File: config.mk
export PLATFORM = sky130hd
export DESIGN_NAME = memory_stage
export DESIGN_NICKNAME = d
export VERILOG_FILES = /design/src/rtl/mem_pkg.sv /design/src/rtl/load_extend.sv /design/src/rtl/memory_stage.sv
export SDC_FILE = /design/constraint.sdc
export NUM_CORES = 1
export LEC_CHECK = 0
export ABC_AREA = 1
export CORE_MARGIN = 2
export CORE_UTILIZATION = 48
export CTS_CLUSTER_DIAMETER = 120
export DETAILED_ROUTE_END_ITERATION = 16
export GPL_TIMING_DRIVEN = 1
export PLACE_DENSITY_LB_ADDON = 0.3
export SYNTH_ARGS = -nofsm -noshare
export SYNTH_HDL_FRONTEND = slang
export SYNTH_SLANG_ARGS = --single-unit
File: constraint.sdc
create_clock -name clk -period 18.6 [get_ports clk]
set_input_delay 4.65 -clock clk [delete_from_list [all_inputs] [get_ports clk]]
set_output_delay 4.65 -clock clk [all_outputs]
set_load 0.01 [all_outputs]
File: src/rtl/mem_pkg.sv
// Shared definitions for the MEM pipeline stage: funct3 access codes, FSM
// encoding, the held control bundle and the lane-offset helper.
package mem_pkg;

  localparam logic [2:0] F3_B  = 3'b000;
  localparam logic [2:0] F3_H  = 3'b001;
  localparam logic [2:0] F3_W  = 3'b010;
  localparam logic [2:0] F3_BU = 3'b100;
  localparam logic [2:0] F3_HU = 3'b101;

  typedef enum logic {
    IDLE = 1'b0,
    BUS  = 1'b1
  } mem_state_t;

  typedef struct packed {
    logic [4:0] rd;
    logic       reg_write;
    logic       mem_to_reg;
    logic       jal;
    logic       we;
    logic [2:0] funct3;
  } mem_ctrl_t;

  // Byte offset actually used for lanes: halfwords snap to even, words to 0.
  function automatic logic [1:0] lane_offset(input logic [2:0] f3, input logic [1:0] a);
    case (f3[1:0])
      2'b00:   return a;
      2'b01:   return {a[1], 1'b0};
      default: return 2'b00;
    endcase
  endfunction

endpackage

File: src/rtl/load_extend.sv
// Load result alignment and extension: shifts the addressed lane down and
// sign- or zero-extends it according to funct3.
module load_extend
  import mem_pkg::*;
(
  input  logic [31:0] rdata,
  input  logic [2:0]  funct3,
  input  logic [1:0]  a,
  output logic [31:0] ext
);

  logic [31:0]        byte_sh;
  logic [31:0]        half_sh;
  logic signed [7:0]  byte_s;
  logic signed [15:0] half_s;

  always_comb begin
    byte_sh = rdata >> {a, 3'b000};
    half_sh = rdata >> {a[1], 4'b0000};
    byte_s  = byte_sh[7:0];
    half_s  = half_sh[15:0];
    case (funct3)
      F3_B:    ext = {{24{byte_s[7]}}, byte_s};
      F3_H:    ext = {{16{half_s[15]}}, half_s};
      F3_BU:   ext = {24'h0, byte_sh[7:0]};
      F3_HU:   ext = {16'h0, half_sh[15:0]};
      default: ext = rdata;
    endcase
  end

endmodule

File: src/rtl/memory_stage.sv
// RV32I MEM stage: valid/ready data-memory access, lane steering, load
// extension and the MEM/WB register. Optional macro: MEM_MISALIGN_TRAP_EN.
module memory_stage
  import mem_pkg::*;
#(
  parameter int XLEN = 32
) (
  input  logic            clk,
  input  logic            rst,
  input  logic            Valid_E,
  input  logic [4:0]      RD_E,
  input  logic            RegWriteEn_E,
  input  logic            MemtoReg_E,
  input  logic            JAL_E,
  input  logic            MemRead_E,
  input  logic            MemWrite_E,
  input  logic [2:0]      Funct3_E,
  input  logic [XLEN-1:0] ALU_ResultE,
  input  logic [XLEN-1:0] WriteDataE,
  input  logic [XLEN-1:0] PCPlus4E,
  output logic            Stall_M,
  output logic            dmem_req,
  output logic            dmem_we,
  output logic [XLEN-1:0] dmem_addr,
  output logic [XLEN-1:0] dmem_wdata,
  output logic [3:0]      dmem_be,
  input  logic            dmem_ready,
  input  logic [XLEN-1:0] dmem_rdata,
  output logic [4:0]      RD_M,
  output logic            RegWriteEn_M,
  output logic            MemtoReg_M,
  output logic            JAL_M,
  output logic [XLEN-1:0] PCPlus4W,
  output logic [XLEN-1:0] ALU_ResultW,
  output logic [XLEN-1:0] ReadDataW,
  output logic            Misalign_M
);

  mem_state_t      state_q, state_d;
  mem_ctrl_t       ctrl_p1;
  logic [XLEN-1:0] addr_p1, wd_p1, pc4_p1;
  logic [1:0]      off_p1;
  logic [XLEN-1:0] load_data_p1;
  logic            mem_op_e, misalign_e, accept_mem_e;

  assign mem_op_e = Valid_E & (MemRead_E | MemWrite_E);

`ifdef MEM_MISALIGN_TRAP_EN
  assign misalign_e = mem_op_e &
                      (lane_offset(Funct3_E, ALU_ResultE[1:0]) != ALU_ResultE[1:0]);
`else
  assign misalign_e = 1'b0;
`endif

  assign accept_mem_e = mem_op_e & ~misalign_e;

  always_ff @(posedge clk or posedge rst) begin
    if (rst) state_q <= IDLE;
    else     state_q <= state_d;
  end

  always_comb begin
    state_d = state_q;
    case (state_q)
      IDLE:    if (accept_mem_e) state_d = BUS;
      BUS:     if (dmem_ready)   state_d = IDLE;
      default: state_d = IDLE;
    endcase
  end

  assign Stall_M = ~rst & (((state_q == IDLE) & accept_mem_e) |
                           ((state_q == BUS) & ~dmem_ready));

  // Stage p1: holding registers, loaded once per accepted memory access
  always_ff @(posedge clk or posedge rst) begin
    if (rst) begin
      ctrl_p1 <= '0;
      addr_p1 <= '0;
      wd_p1   <= '0;
      pc4_p1  <= '0;
    end else if (state_q == IDLE && accept_mem_e) begin
      ctrl_p1 <= '{rd: RD_E, reg_write: RegWriteEn_E, mem_to_reg: MemtoReg_E,
                   jal: JAL_E, we: MemWrite_E, funct3: Funct3_E};
      addr_p1 <= ALU_ResultE;
      wd_p1   <= WriteDataE;
      pc4_p1  <= PCPlus4E;
    end
  end

  assign off_p1 = lane_offset(ctrl_p1.funct3, addr_p1[1:0]);

  always_comb begin
    dmem_req   = 1'b0;
    dmem_we    = 1'b0;
    dmem_addr  = '0;
    dmem_wdata = '0;
    dmem_be    = 4'b0000;
    if (state_q == BUS) begin
      dmem_req  = 1'b1;
      dmem_we   = ctrl_p1.we;
      dmem_addr = {addr_p1[XLEN-1:2], 2'b00};
      case (ctrl_p1.funct3[1:0])
        2'b00: begin
          dmem_be    = 4'b0001 << off_p1;
          dmem_wdata = {4{wd_p1[7:0]}};
        end
        2'b01: begin
          dmem_be    = 4'b0011 << off_p1;
          dmem_wdata = {2{wd_p1[15:0]}};
        end
        default: begin
          dmem_be    = 4'b1111;
          dmem_wdata = wd_p1;
        end
      endcase
    end
  end

  load_extend u_load_extend (
    .rdata  (dmem_rdata),
    .funct3 (ctrl_p1.funct3),
    .a      (off_p1),
    .ext    (load_data_p1)
  );

  // Stage p2: MEM/WB register; anything not retiring this cycle is a bubble
  always_ff @(posedge clk or posedge rst) begin
    if (rst) begin
      RD_M         <= '0;
      RegWriteEn_M <= 1'b0;
      MemtoReg_M   <= 1'b0;
      JAL_M        <= 1'b0;
      PCPlus4W     <= '0;
      ALU_ResultW  <= '0;
      ReadDataW    <= '0;
      Misalign_M   <= 1'b0;
    end else begin
      RD_M         <= '0;
      RegWriteEn_M <= 1'b0;
      MemtoReg_M   <= 1'b0;
      JAL_M        <= 1'b0;
      PCPlus4W     <= '0;
      ALU_ResultW  <= '0;
      ReadDataW    <= '0;
      Misalign_M   <= 1'b0;
      if (state_q == IDLE) begin
        if (Valid_E && !mem_op_e) begin
          RD_M         <= RD_E;
          RegWriteEn_M <= RegWriteEn_E;
          MemtoReg_M   <= MemtoReg_E;
          JAL_M        <= JAL_E;
          PCPlus4W     <= PCPlus4E;
          ALU_ResultW  <= ALU_ResultE;
        end else if (misalign_e) begin
          Misalign_M   <= 1'b1;
        end
      end else if (dmem_ready) begin
        RD_M         <= ctrl_p1.rd;
        RegWriteEn_M <= ctrl_p1.reg_write;
        MemtoReg_M   <= ctrl_p1.mem_to_reg;
        JAL_M        <= ctrl_p1.jal;
        PCPlus4W     <= pc4_p1;
        ALU_ResultW  <= addr_p1;
        ReadDataW    <= ctrl_p1.we ? '0 : load_data_p1;
      end
    end
  end

endmodule

==> reports/qor.yml, run 1 <==
status: "finished, final reports clean"
cts_made_buffers: 23
slew_viol_final: 0
period_share_pct: 61.9
via_per_inst: 5.15
cts_tree: "yes"
hp-class: "flop to flop"
end_kind: "primary output"
cts_max_level: 1
cts.sinks: 213
synth-edff-count: 0
drv_cap: 0
ys_warn_count: 0
dieArea_mm2: 0.0196
pre_cts_slack_ns: 7.10
place_hpwl_mm: 16.9
fin_nets: 1370
portBuffers: 317
worst_slew_pin_slew_ns: 1.15
clock-skew-final_ns: 0.00773
synthTopCellsByArea: "dfrtp_1, o21ai_0, nand2_1"
grt_pass1_vias: 7456
gp_congestion: 0.792
yosysTopAreaCell: "dfrtp_1"
design.core.area_mm2: 0.0180
grt_pass1_wl_mm: 39.6
power.leakage_nw: 6.14
ys_seq_area_share_pct: 60.1
drc_errors: 0
fp.dieH_um: 140
die_width_um: 140
p_per_area_mw_per_mm2: 106
syn-cell-area_mm2: 0.00886
routed_wl_mm: 24.8
ctsResizeCount: 0
ys_types: 35
start_util_pct: 49.2
ys.flop_type: "dfrtp_1"
overflow: 0
drt-pass1-iter-count: 5
syn_to_final_growth_pct: 45.6
num_antenna_cells: 0
hold_ws_ns: 0.482
worst_setup_path_start_kind: "input pin"
insertion_delay_ns: 0.51
maxSlewHeadroom_pct: 23.2
yosys.area.top_type_share_pct: 60.1
syn_area_per_cell_um2: 9.51
clk_root_buffer_cell: "clkbuf_16"
finalHoldViolCount: 0
ir_drop_v: 0.0000804
clkTransAtPathRegs_ns: 0.06
rsz0062_at_grt: "false"
synthCells: 932
core.rowCount: 49
ys_async_sr_fraction_pct: 100
finalCriticalPeriod_ns: 11.51
drive_gt1_share_pct: 8.86
critPathRequiredTime_ns: 13.95
critPathKind: "input pin to primary output"
cts.hold.buffers_added: 0
track_usage_pct: 25.1
setup_viol: 0
antenna_found_initial: 0
crit_fanout: 32
cts.path.max_buffers: 3
fin_tns_setup_ns: 0
grt_max_degree: 184
ys_seq_elements: 213
ant_nets: 0
drtIter0Drc: 537
setup_slack_ns: 7.09
wire_per_inst_um: 16.9
cts_setup_buffers: 0
worstPathArrival_ns: 6.86
io_pins: 321
max_freq_mhz: 86.9
vias: 7577
==> layout make-up <==
| class | instances | area, um^2 |
|---|---|---|
| multi-input cells | 541 | 2820 |
| clock inverters | 9 | 105 |
| inverters | 124 | 473 |
| fillers | 1347 | 5120 |
| well taps | 229 | 287 |
| flip-flops and latches | 213 | 5330 |
| repair buffers | 322 | 3220 |
| clock buffers | 33 | 673 |
==> worst max-delay path, cell delays in order <==
cell and delay, ns:
clkdlybuf4s50_1 0.42, inv_1 0.83, nand2_1 0.18, a21oi_1 0.22
clkdlybuf4s50_1 0.55
==> report_power, final <==
part / total (mW) / internal, mW / leakage (nW) / switching (mW)
Sequential: 0.583 / 0.536 / 2.74 / 0.0466
Combinational: 0.322 / 0.162 / 3.02 / 0.159
Clock: 0.462 / 0.280 / 0.384 / 0.182
==> placed cells by master, fill, tap and decap left out, types with 3 or more instances in the layout <==
cell             instances
clkbuf_1                 4
clkdlybuf4s50_1        317
mux2_1                   3
clkbuf_16               23
a21oi_1                 16
nand2_1                169
a211oi_1                 4
a32o_1                   4
o211ai_1                 6
nor2_4                   3
and2_1                   4
o22ai_1                 44
clkinv_2                 4
nor2_2                  10
o21ai_0                141
dfrtp_1                212
inv_1                  121
conb_1                   3
nand3_1                  3
mux2_2                  31
or2_2                    7
nor2_1                  76
buf_4                    4
clkbuf_8                 6
nand2_2                  5
==> stage by stage <==
stage	std cells	area [um^2]	power [mW]	utilization (%)
2_1_floorplan	934	8870	0.746	-
3_3_place_gp	1429	12100	0.902	67.3
3_5_place_dp	1429	12100	0.913	67.3
4_1_cts	1471	12900	1.38	71.6
5_1_grt	1471	12900	1.44	71.6
6_report	1471	12900	1.37	71.6
==> path summary, 6_finish.rpt <==
path                             from            to  slack [ns]  cells past startpoint
setup / recovery           dmem_ready       Stall_M        7.09                      5
hold / removal             pc4_p1[25]  PCPlus4W[25]        0.48                      2
setup reg to reg              state_q     wd_p1[18]       15.92                      5
hold reg to reg            pc4_p1[25]  PCPlus4W[25]        0.48                      2
max in group asynchronous         rst    addr_p1[7]       12.27                      3
min in group asynchronous         rst    addr_p1[5]        4.81                      2
==> kinds of logic after synthesis <==
group,after synthesis,synth area share [%]
AOI/OAI and AO/OA,218,13.5
and+or+nand+nor,286,13.7
DFF,213,60.1
other,1,0.0423
muxes,34,4.32
buffers and inverters,180,8.33
==> routing by layer <==
| layer | vias up | share of wire (%) | track usage (%) |
|---|---|---|---|
| li1 | 3583 | - | - |
| met1 | 3629 | 39 | 32.3 |
| met2 | 311 | 49 | 41.8 |
| met3 | 54 | 8.0 | 6.32 |
| met4 | 0 | 3.7 | 8.68 |
| met5 | - | 0 | 0 |
==> synth_stat cells (4+ instances only) <==
library cell  number
a211oi_1           4
a21oi_1           16
a32o_1             4
and2_1             4
buf_2             14
clkbuf_1          32
dfrtp_1          213
inv_1            122
mux2_2            31
nand2_1          170
nand2_2            4
nor2_1            76
nor2_2            10
o211ai_1           6
o21ai_0          141
o22ai_1           44
or2_2              7
==> flip-flops by register name (all words and copies together), names as in the netlist <==
signal,count
RD_M,5
ALU_ResultW,32
ReadDataW,32
PCPlus4W,32
ctrl_p1,12
JAL_M,1
pc4_p1,32
state_q,1
RegWriteEn_M,1
MemtoReg_M,1
addr_p1,32
wd_p1,32
Power figures use the tool's default switching activity.
==> run 2: changes to the inputs <==
--- a/config.mk
+++ b/config.mk
@@ -7,7 +7,7 @@
 export LEC_CHECK = 0
 export ABC_AREA = 1
 export CORE_MARGIN = 2
-export CORE_UTILIZATION = 48
+export CORE_UTILIZATION = 41
 export CTS_CLUSTER_DIAMETER = 120
 export DETAILED_ROUTE_END_ITERATION = 16
 export GPL_TIMING_DRIVEN = 1
==> constraint.sdc (replaced) <==
create_clock -name clk -period 9.9 [get_ports clk]
set_input_delay 2.475 -clock clk [delete_from_list [all_inputs] [get_ports clk]]
set_output_delay 2.475 -clock clk [all_outputs]
set_load 0.01 [all_outputs]
==> run 2 against run 1 <==
  * Worst setup slack lost 3.9 ns
  * Global-route usage shrank 3.6 points
  * Clock skew increased by 0.0036 ns
  * Design area barely moved
  * Sequential power rose by 87%
  * Non-clock buffer count grew 2
  * Cell count up 3.1%
  * Die area is 17% higher
==> reports/qor.yml, run 2 (synthesized netlist as in run 1, its figures left out) <==
status: "finished, final reports clean"
maxSlewHeadroom_pct: 35.0
p_int_mw: 1.79
antenna_found_initial: 1
ant_nets: 0
cts_setup_buffers: 0
setup_viol: 0
drv_cap: 0
p_per_area_mw_per_mm2: 195
mostFrequentLayoutCell: "clkdlybuf4s50_1"
power.leakage_nw: 6.12
clk_root_buffer_cell: "clkbuf_16"
critPathRequiredTime_ns: 7.43
pwr-share-clk_pct: 32.6
cts.path.max_buffers: 3
gp_congestion: 0.879
max_freq_mhz: 150
ir_drop_v: 0.000138
cts.hold.buffers_added: 0
setup_slack_ns: 3.24
reg2reg_to: "wd_p1[20]"
layout_common_cells: "clkdlybuf4s50_1, dfrtp_1, nand2_1"
final_core_util_pct: 61.2
worst_setup_path_start_kind: "input pin"
wire_per_inst_um: 16.7
worst_slew_pin_slew_ns: 0.975
drc_errors: 0
period_share_pct: 67.3
drtIter0Drc: 481
die_width_um: 151
track_usage_pct: 21.5
crit_fanout: 32
critPathKind: "input pin to primary output"
design.core.area_mm2: 0.0211
cpMaxStageDelayCell: "clkdlybuf4s50_1"
overflow: 0
clkTransAtPathRegs_ns: 0.06
rsz0062_at_grt: "false"
io_pins: 321
power_frac_comb_pct: 24.1
crit_path_start: "dmem_ready"
pre_cts_slack_ns: 3.26
place_hpwl_mm: 17.3
regToRegSetupSlack_ns: 6.76
critPathMaxStageDelay_ns: 0.55
ctsResizeCount: 0
end_kind: "primary output"
insertion_delay_ns: 0.51
fp.dieH_um: 151
portBuffers: 317
fin_nets: 1372
holdPathEnd: "addr_p1[31]"
finalPower_mw: 2.52
finalCriticalPeriod_ns: 6.66
vias: 7484
r2r-start: "state_q"
via_per_inst: 4.94
cts_tree: "yes"
worstPathArrival_ns: 4.19
pwr-share-seq_pct: 43.4
fin_tns_setup_ns: 0
clock-skew-final_ns: 0.0114
hp-class: "flop to flop"
start_util_pct: 42.0
min_delay_path_depth: 2
grt_pass1_vias: 7191
drive_gt1_share_pct: 8.71
dieArea_mm2: 0.0228
r2r_cells: 5
grt_max_degree: 141
crit_top_cell: "clkdlybuf4s50_1"
p_sw_share_pct: 29.0
path_cells: "clkdlybuf4s50_1 -> inv_1 -> buf_4 -> nand2_1 -> a21oi_1 -> clkdlybuf4s50_1"
drt-pass1-iter-count: 5
cts_made_buffers: 23
finalHoldViolCount: 0
syn_to_final_growth_pct: 45.7
cts_max_level: 1
cts.sinks: 213
min-delay-start: "addr_p1[31]"
core.rowCount: 53
routed_wl_mm: 25.4
p_sw_mw: 0.731
grt_pass1_wl_mm: 38.3
slew_viol_final: 0
-- run 2: per-layer routing --
| metal | up-vias | routed length, um | part of all wire [%] | track usage [%] |
|---|---|---|---|---|
| met2 | 312 | 12100 | 48 | 35.8 |
| met1 | 3568 | 10300 | 40 | 27.4 |
| met5 | - | 0 | 0 | 0 |
| met3 | 42 | 2350 | 9.2 | 5.93 |
| met4 | 0 | 713 | 2.8 | 6.68 |
| li1 | 3562 | - | - | - |
-- run 2: power groups by stage --
| stage | clock, mW | sequential (mW) | combinational (mW) |
|---|---|---|---|
| 2_1_floorplan | 0 | 1.10 | 0.302 |
| 3_3_place_gp | 0 | 1.10 | 0.603 |
| 3_5_place_dp | 0 | 1.10 | 0.613 |
| 4_1_cts | 0.841 | 1.09 | 0.615 |
| 5_1_grt | 0.878 | 1.11 | 0.668 |
| 6_report | 0.821 | 1.09 | 0.608 |
-- run 2: through the flow --
step | instance area, um^2 | hold slack [ns] | cells
detailed placement | 12200 | 0.470 | 1477
CTS | 12900 | 0.485 | 1515
global route | 12900 | 0.500 | 1516
floorplan | 8870 | 0.453 | 934
finish | 12900 | 0.483 | 1516
global placement | 12200 | 0.459 | 1477
-- run 2: critical path, delay by kind of cell --
family,cells,cell delay (ns)
AO/OA/AOI/OAI,1,0.16
AND/OR/NAND/NOR,1,0.14
buffers and inverters,4,1.40
-- run 2: how the worst max path moves through the flow --
stage | to | slack (ns) | cells past startpoint
CTS | Stall_M | 3.24 | 6
global placement | Stall_M | 3.27 | 6
detailed placement | Stall_M | 3.26 | 6
finish | Stall_M | 3.24 | 6
floorplan | ALU_ResultW[0] | 1.60 | 1
global route | Stall_M | 3.08 | 6
-- run 2: area by class of cell --
type,instances,area [um^2]
repair buffers,324,3230
clock inverters,4,35.0
fillers,1768,8170
diodes,1,2.50
multi-input cells,541,2820
inverters,124,473
clock buffers,34,687
flip-flops and latches,213,5330
well taps,275,344
==> run 3: changes to the inputs <==
--- a/config.mk
+++ b/config.mk
@@ -7,7 +7,7 @@
 export LEC_CHECK = 0
 export ABC_AREA = 1
 export CORE_MARGIN = 2
-export CORE_UTILIZATION = 41
+export CORE_UTILIZATION = 45
 export CTS_CLUSTER_DIAMETER = 120
 export DETAILED_ROUTE_END_ITERATION = 16
 export GPL_TIMING_DRIVEN = 1
==> constraint.sdc (replaced) <==
create_clock -name clk -period 6.56 [get_ports clk]
set_input_delay 1.64 -clock clk [delete_from_list [all_inputs] [get_ports clk]]
set_output_delay 1.64 -clock clk [all_outputs]
set_load 0.01 [all_outputs]
==> run 3 against run 2 <==
  * Worst setup slack got worse by 1.7 ns
  * Critical path depth stayed put
  * Register-to-register slack worse by 2.8 ns
  * Core utilization rose by 5.1 points
  * Die area decreased by 8.7%
  * Power up 48%
  * Via count fell by 0.71%
  * Critical path type unchanged
  * Largest cell class unchanged
==> reports/qor.yml, run 3 (synthesized netlist as in run 1, its figures left out) <==
status: "finished, final reports clean"
routed_wl_mm: 24.6
critPathRequiredTime_ns: 4.92
path_cells: "clkdlybuf4s50_1 -> inv_1 -> buf_4 -> nand2_1 -> a21oi_1 -> clkdlybuf4s50_1"
grt_use_met2_pct: 37.6
max_freq_mhz: 200
cts_made_buffers: 23
r2r-start: "ctrl_p1[1]"
cts.hold.buffers_added: 0
holdPathEnd: "pc4_p1[24]"
worst_slew_pin_slew_ns: 1.04
path_buf_inv: 4
ant_nets: 0
finalPower_mw: 3.73
hp-class: "flop to flop"
final_cells: 1504
placed_cells: 1467
power.leakage_nw: 6.09
r2r_cells: 8
mostFrequentLayoutCell: "clkdlybuf4s50_1"
min_delay_path_depth: 2
p_per_area_mw_per_mm2: 290
period_share_pct: 76.4
portBuffers: 317
grt_util_met3_pct: 5.79
drc_errors: 0
cts_max_level: 1
worstPathArrival_ns: 3.37
maxSlewHeadroom_pct: 30.8
drtIter0Drc: 527
rsz0062_at_grt: "false"
critPathMaxStageDelay_ns: 0.55
busiest_layer: "met2"
die_width_um: 144
gp_congestion: 0.848
final_core_util_pct: 66.4
clkTransAtPathRegs_ns: 0.05
regToRegSetupSlack_ns: 3.91
overflow: 0
cts.path.max_buffers: 3
gr-usage-met1_pct: 30.6
grt_max_degree: 184
drt-pass1-iter-count: 6
io_pins: 321
dieArea_mm2: 0.0208
min-delay-start: "pc4_p1[24]"
drv_cap: 0
placed_area_mm2: 0.0122
finalCriticalPeriod_ns: 5.01
critPathKind: "input pin to primary output"
cts_tree: "yes"
cts_setup_buffers: 0
finalHoldViolCount: 0
cts.sinks: 213
antenna_found_initial: 1
grt_pass1_wl_mm: 38.1
ir_drop_v: 0.000225
drive_gt1_share_pct: 8.32
clock-skew-final_ns: 0.0108
wire_per_inst_um: 16.3
core.rowCount: 51
vias: 7431
cpMaxStageDelayCell: "clkdlybuf4s50_1"
track_usage_pct: 23.3
cp_top_family: "buffers and inverters"
start_util_pct: 45.7
setup_viol: 0
insertion_delay_ns: 0.50
slew_viol_final: 0
place_hpwl_mm: 16.5
ctsResizeCount: 0
syn_to_final_growth_pct: 45.2
crit_top_cell: "clkdlybuf4s50_1"
fp.dieH_um: 144
crit_fanout: 32
clk_root_buffer_cell: "clkbuf_16"
via_per_inst: 4.94
fin_nets: 1372
final_area_mm2: 0.0129
layout_common_cells: "clkdlybuf4s50_1, dfrtp_1, nand2_1"
end_kind: "primary output"
worst_setup_path_start_kind: "input pin"
fill_cells: 1587
reg2reg_to: "ReadDataW[20]"
design.core.area_mm2: 0.0194
fin_tns_setup_ns: 0
grt_pass1_vias: 7223
==> run 3: cell types whose count changed in the layout (fill, tap and decap cells not counted), moves of 2 or more <==
| cell | previous run | this run |
|---|---|---|
| clkbuf_1 | 4 | 7 |
| buf_4 | 7 | 5 |
| buf_12 | 0 | 2 |
| clkbuf_8 | 7 | 4 |
| clkinv_2 | 3 | 1 |
==> run 3: cell type report <==
cell class	instances	area, um^2	share of cell area [%]
antenna	1	2.50	0.0194
clock buffer	34	657	5.10
clock inverter	2	13.8	0.107
inverter	124	469	3.65
multi-input combinational	541	2820	21.9
sequential	213	5330	41.4
tap	265	332	2.58
timing repair buffer	324	3250	25.3
==> run 3: worst max path at each step <==
stage / start / endpoint / slack [ns] / depth (start not counted)
6_report: dmem_ready / Stall_M / 1.55 / 6
5_1_grt: dmem_ready / Stall_M / 1.44 / 6
4_1_cts: dmem_ready / Stall_M / 1.53 / 6
3_5_place_dp: dmem_ready / Stall_M / 1.55 / 6
3_3_place_gp: dmem_ready / Stall_M / 1.59 / 6
2_1_floorplan: rst / ALU_ResultW[0] / 2.15 / 1
==> run 3: through the flow <==
stage	hold WS, ns	setup slack (ns)
final	0.484	1.55
after global routing	0.501	1.44
after CTS	0.483	1.53
after detailed placement	0.470	1.55
after global placement	0.459	1.59
after floorplan	0.453	2.15
==> run 3: worst reg2reg max path, delay by kind of cell, from the launching register on <==
kind	cells	cell delay (ns)
buffers and inverters	2	0.98
flip-flops	1	0.57
AND/OR/NAND/NOR	6	0.96
==> run 3: metal layers <==
layer | share of wire, % | vias up
li1 | - | 3572
met1 | 40 | 3500
met2 | 48 | 305
met3 | 8.8 | 54
met4 | 3.3 | 0
met5 | 0 | -
==> run 3: where the power goes <==
group	switching (mW)	internal, mW	leakage [nW]
sequential	0.129	1.52	2.74
combinational	0.450	0.462	3.03
clock	0.481	0.684	0.329
